[config.mk]
export PLATFORM = sky130hd
export DESIGN_NAME = photo_scan_ctrl
export DESIGN_NICKNAME = d
export VERILOG_FILES = /design/src/rtl/photo_scan_ctrl.sv
export SDC_FILE = /design/constraint.sdc
export NUM_CORES = 1
export LEC_CHECK = 0
export ABC_AREA = 1
export CORE_MARGIN = 2
export CORE_UTILIZATION = 51
export DETAILED_ROUTE_END_ITERATION = 10
export GPL_ROUTABILITY_DRIVEN = 0
export GPL_TIMING_DRIVEN = 0
export PLACE_DENSITY = 0.8
export SYNTH_ARGS = -nofsm -noshare
export SYNTH_HDL_FRONTEND = slang
export SYNTH_SLANG_ARGS = --single-unit
[constraint.sdc]
create_clock -name CLK100MHZ -period 1.95 [get_ports CLK100MHZ]
set_input_delay 0.39 -clock CLK100MHZ [delete_from_list [all_inputs] [get_ports CLK100MHZ]]
set_output_delay 0.39 -clock CLK100MHZ [all_outputs]
set_load 0.05 [all_outputs]
[src/rtl/photo_scan_ctrl.sv]
// Goal-line phototransistor scanner: steps the ADC mux, tracks the darkest channel, debounces the goalie decision.
// Latency: one result per scan, NCH*(SETTLE*DIV+1)+1 cycles; results appear the cycle after COMMIT.
// Backpressure: none; free-running, results are held stable between scan_valid pulses.
//
// Ports:
//   CLK100MHZ     - sole clock, rising edge
//   reset         - asynchronous active-high reset, aborts any scan in progress
//   analog_input  - ADC sample for the channel currently on new_address
//   threshold     - darkness threshold, sampled in COMMIT
//   new_address   - ADC mux select
//   scan_valid    - one-cycle pulse when min_*/move_goalie update
//   min_address   - channel holding the minimum of the last completed scan
//   min_value     - minimum value of the last completed scan
//   move_goalie   - debounced "object detected" flag
//   output_goalie - processor word: [0]=move_goalie, [AW:1]=min_address, rest 0
module photo_scan_ctrl #(
    parameter int NCH    = 8,
    parameter int DW     = 8,
    parameter int DIV    = 500000,
    parameter int SETTLE = 4,
    parameter int HOLD   = 2,
    localparam int AW    = ($clog2(NCH) < 1) ? 1 : $clog2(NCH)
) (
    input  logic          CLK100MHZ,
    input  logic          reset,
    input  logic [DW-1:0] analog_input,
    input  logic [DW-1:0] threshold,
    output logic [AW-1:0] new_address,
    output logic          scan_valid,
    output logic [AW-1:0] min_address,
    output logic [DW-1:0] min_value,
    output logic          move_goalie,
    output logic [31:0]   output_goalie
);

    localparam int PW = ($clog2(DIV) < 1) ? 1 : $clog2(DIV);
    localparam int SW = ($clog2(SETTLE) < 1) ? 1 : $clog2(SETTLE);
    localparam int HW = $clog2(HOLD + 1);

    typedef enum logic [1:0] {
        ST_SETTLE  = 2'd0,
        ST_CAPTURE = 2'd1,
        ST_COMMIT  = 2'd2
    } state_t;

    state_t        state;
    state_t        state_nxt;
    logic [PW-1:0] presc;
    logic [SW-1:0] settle_cnt;
    logic [DW-1:0] run_min;
    logic [AW-1:0] run_addr;
    logic [HW-1:0] dbc;
    logic [HW-1:0] dbc_nxt;
    logic          tick;
    logic          settle_done;
    logic          last_ch;

    assign tick        = (presc == PW'(DIV - 1));
    assign settle_done = tick && (settle_cnt == SW'(SETTLE - 1));
    assign last_ch     = (new_address == AW'(NCH - 1));

    // State register
    always_ff @(posedge CLK100MHZ or posedge reset) begin
        if (reset) begin
            state <= ST_SETTLE;
        end else begin
            state <= state_nxt;
        end
    end

    // Next-state logic
    always_comb begin
        state_nxt = state;
        case (state)
            ST_SETTLE:  if (settle_done) state_nxt = ST_CAPTURE;
            ST_CAPTURE: state_nxt = last_ch ? ST_COMMIT : ST_SETTLE;
            ST_COMMIT:  state_nxt = ST_SETTLE;
            default:    state_nxt = ST_SETTLE;
        endcase
    end

    // Debounce count after this scan: saturate at HOLD while dark, clear otherwise.
    always_comb begin
        dbc_nxt = '0;
        if (run_min < threshold) begin
            dbc_nxt = (dbc >= HW'(HOLD)) ? HW'(HOLD) : dbc + HW'(1);
        end
    end

    // Datapath
    always_ff @(posedge CLK100MHZ or posedge reset) begin
        if (reset) begin
            presc       <= '0;
            settle_cnt  <= '0;
            run_min     <= '0;
            run_addr    <= '0;
            dbc         <= '0;
            new_address <= '0;
            scan_valid  <= 1'b0;
            min_address <= '0;
            min_value   <= '0;
            move_goalie <= 1'b0;
        end else begin
            scan_valid <= 1'b0;
            case (state)
                ST_SETTLE: begin
                    presc <= tick ? '0 : presc + PW'(1);
                    // Wrap past SETTLE-1 is harmless: CAPTURE clears it next.
                    if (tick) settle_cnt <= settle_cnt + SW'(1);
                end
                ST_CAPTURE: begin
                    presc      <= '0;
                    settle_cnt <= '0;
                    // Channel 0 seeds the search; strict less keeps the lowest index on ties.
                    if ((new_address == '0) || (analog_input < run_min)) begin
                        run_min  <= analog_input;
                        run_addr <= new_address;
                    end
                    new_address <= last_ch ? '0 : new_address + AW'(1);
                end
                ST_COMMIT: begin
                    presc       <= '0;
                    min_value   <= run_min;
                    min_address <= run_addr;
                    dbc         <= dbc_nxt;
                    move_goalie <= (dbc_nxt >= HW'(HOLD));
                    scan_valid  <= 1'b1;
                end
                default: begin
                    presc <= '0;
                end
            endcase
        end
    end

    always_comb begin
        output_goalie         = '0;
        output_goalie[0]      = move_goalie;
        output_goalie[AW:1]   = min_address;
    end

endmodule
==> summary.md <==
| Metric | Value |
|---|---|
| Sw frac | 0.273 |
| Starting density of the core | 0.524 |
| Sw Pwr | 0.540 mW |
| Mapped Cells | 392 |
| DRT Pass-1 Iters | 4 |
| Fin nets | 501 |
| Placed instance count | 532 |
| Tmin final | 1.90 ns |
| # DRC | 0 |
| Drt wl/cell | 11.4 um |
| CP Launch Type | flip-flop |
| Post-route ant nets | 0 |
| Area growth from synthesis to layout | 22.7% |
| Slowest CP cell | clkdlybuf4s50_1 |
| Detail Placement HPWL | 4630 um |
| Yosys warns | 0 |
| Top-area cell type share of the netlist area | 0.414 |
| Initial DRC count | 153 |
| Data required time of the worst path | 1.56 ns |
| Initial antenna violation count | 0 |
| Ys async rst share | 1.00 |
| Share of cells above drive strength 1 | 0.133 |
| Worst vdd ir | 266 uV |
| CP Class | flip-flop to primary output |
| Top-count cell post-synth | nand2_1 |
| Sequential power share | 0.535 |
| Achievable Freq | 0.525 GHz |
| CP peak stage delay | 0.82 ns |
| Critical path cell sequence | clkdlybuf4s50_1 |
| Final Max Slew Viols | 0 |
| Register area share after synthesis | 0.414 |
| Final WL | 6170 um |
| Synthesized cell area | 3090 um2 |
| Setup Buffers After CTS | 0 |
| Core area | 5890 um2 |
| PortBufs | 37 |
| Placed cell areas | 3670 um2 |
| CTS max path bufs | 2 |
| Vias per inst | 4.73 |
| Vias in the first global route | 2406 |
| Htree depth | 2 |
| CTS tree | built |
| Final Cycle Share | 0.976 |
| Total gr overflow | 0 |
| GRT Resource Usage Total | 0.196 |
| Comb power frac | 0.133 |
| Die Span X | 81.8 um |
| Clock root cell | clkbuf_8 |
| Outcome | finished, final reports clean |
| Distinct cells, synth | 31 |
| Final Instance Area | 3780 um2 |
| Synth Flop Type | dfrtp_1 |
| Synth area leader | dfrtp_1 |
| Die Y | 81.8 um |
| Max-cap viol count | 0 |
| Nature of the critical path endpoint | primary output |
| Relative slew slack | 0.660 |
| Lkg Pwr | 2.04 nW |
| Post-route insts no fill | 540 |
| Crit path max-delay family | buffers and inverters |
| PwrDens | 522 nW/um2 |
| Cts hold-fix bufs | 0 |
| Post-synth EDFFs | 0 |
| Min-delay worst type | primary input to async pin |
| Placement row count | 28 |
| Largest net degree at the start of global routing | 37 |
| Final setup fails | 0 |
| Pre-CTS setup slack | -0.196 ns |
| Clock latency on the worst-skew pair | 0.31 ns |
| Setup ws final | 0.0466 ns |
| Clock power share | 0.332 |
| Worst endpoint data arrival time | 1.51 ns |
| Ports | 66 |
| P_int | 1.43 mW |
| Final Hold Fails | 0 |
| FILL cells | 486 |
| Clock sink count | 51 |
| Post-Syn Area per Cell | 7.87 um2 |
| CP Buf/Inv Count | 1 |
| Commonest cells post-synth | nand2_1, inv_1, dfrtp_1, nor2_1, buf_4 |
| Pin slew with the least headroom to its limit | 0.508 ns |
| ANT cells | 0 |
| Clock slew at reported path FFs | 0.10 ns |
| Num CTS Buffers | 5 |
| Via Count | 2555 |
| Synth area leaders | dfrtp_1, nand2_1, buf_4 |
| Post-Route Setup TNS | 0 ns |
| First-pass GRT wire length | 10200 um |
| CP max FO | 3 |
| Clk_skew | 0.0100 ns |
| Die area | 6690 um2 |
| Yosys reg bits | 51 |
power groups by stage:
| stage | Combinational (mW) | Clock, mW | Sequential [mW] |
|---|---|---|---|
| after detailed placement | 0.258 | 0 | 1.08 |
| after CTS | 0.259 | 0.660 | 1.06 |
| after global placement | 0.250 | 0 | 1.08 |
| after floorplan | 0.202 | 0 | 1.08 |
| final | 0.262 | 0.655 | 1.06 |
| after global routing | 0.284 | 0.701 | 1.06 |
placed cells by master (no fill, tap or decap), drive strengths merged:
| cell | n |
|---|---|
| clkinv | 1 |
| conb | 28 |
| nor4 | 1 |
| nor3b | 3 |
| a21oi | 7 |
| and3 | 1 |
| o21ai | 19 |
| nor2 | 43 |
| dlygate4sd2 | 5 |
| o21a | 1 |
| nand3 | 27 |
| nor3 | 13 |
| clkinvlp | 1 |
| dfrtp | 51 |
| a211oi | 1 |
| dlymetal6s2s | 3 |
| a21boi | 1 |
| nand4 | 10 |
| clkdlybuf4s50 | 29 |
| buf | 38 |
| ha | 19 |
| inv | 58 |
| nand2 | 93 |
| xor2 | 4 |
| clkbuf | 8 |
metal layers:
| layer | GRT usage | vias to the layer above | share of wire |
|---|---|---|---|
| met2 | 0.352 | 69 | 0.51 |
| met1 | 0.230 | 1156 | 0.42 |
| met5 | 0 | - | 0 |
| li1 | - | 1317 | - |
| met4 | 0.0717 | 0 | 0.020 |
| met3 | 0.0396 | 13 | 0.051 |
registers in the layout, summed over array words and instances, names as in the netlist, 2 cells and up:
register / flops
run_min: 8
presc: 19
settle_cnt: 2
min_value: 8
new_address: 3
run_addr: 3
min_address: 3
state: 2
cells by family after synthesis:
logic type                 after synthesis  share of synthesized area
buffers and inverters                   97                      0.161
other                                    1                    0.00122
and+or+nand+nor                        191                      0.286
xor gates and xnor gates                 4                     0.0114
AOI/OAI and AO/OA                       29                     0.0495
adders and majority gates               19                     0.0770
DFF                                     51                      0.414
path summary, 6_finish.rpt:
path / from / end / slack (ns) / cells past startpoint
setup / recovery: min_address[1]$_DFFE_PP0P_ / min_address[1] / 0.05 / 1
hold / removal: reset / min_value[1]$_DFFE_PP0P_ / 0.36 / 2
setup reg to reg: run_min[5]$_DFFE_PP0P_ / run_min[3]$_DFFE_PP0P_ / 0.13 / 11
hold reg to reg: presc[0]$_DFF_PP0_ / presc[0]$_DFF_PP0_ / 0.48 / 1
max in group asynchronous: reset / new_address[1]$_DFFE_PP0P_ / 1.08 / 3
min in group CLK100MHZ: presc[0]$_DFF_PP0_ / presc[0]$_DFF_PP0_ / 0.48 / 1
through the flow:
step | total power, mW | utilization | hold WS, ns
4_1_cts | 1.98 | 0.639 | 0.372
6_report | 1.97 | 0.643 | 0.358
3_5_place_dp | 1.34 | 0.624 | 0.458
2_1_floorplan | 1.28 | - | 0.432
5_1_grt | 2.04 | 0.643 | 0.395
3_3_place_gp | 1.33 | 0.620 | 0.447
layout make-up:
| cell class | count | area [um2] | share of cell area |
|---|---|---|---|
| repair buffers | 38 | 392 | 0.103 |
| plain buffers | 39 | 289 | 0.0764 |
| well taps | 75 | 93.8 | 0.0248 |
| flip-flops and latches | 51 | 1280 | 0.337 |
| multi-input cells | 271 | 1420 | 0.375 |
| clock inverters | 2 | 16.3 | 0.00430 |
| clock buffers | 6 | 82.6 | 0.0218 |
| inverters | 58 | 218 | 0.0575 |
what timing repair did:
item,CTS,global route
gates resized for setup,5,8
endpoints found under the setup margin,5,13
pin swaps,0,2
Power figures use the tool's default switching activity.
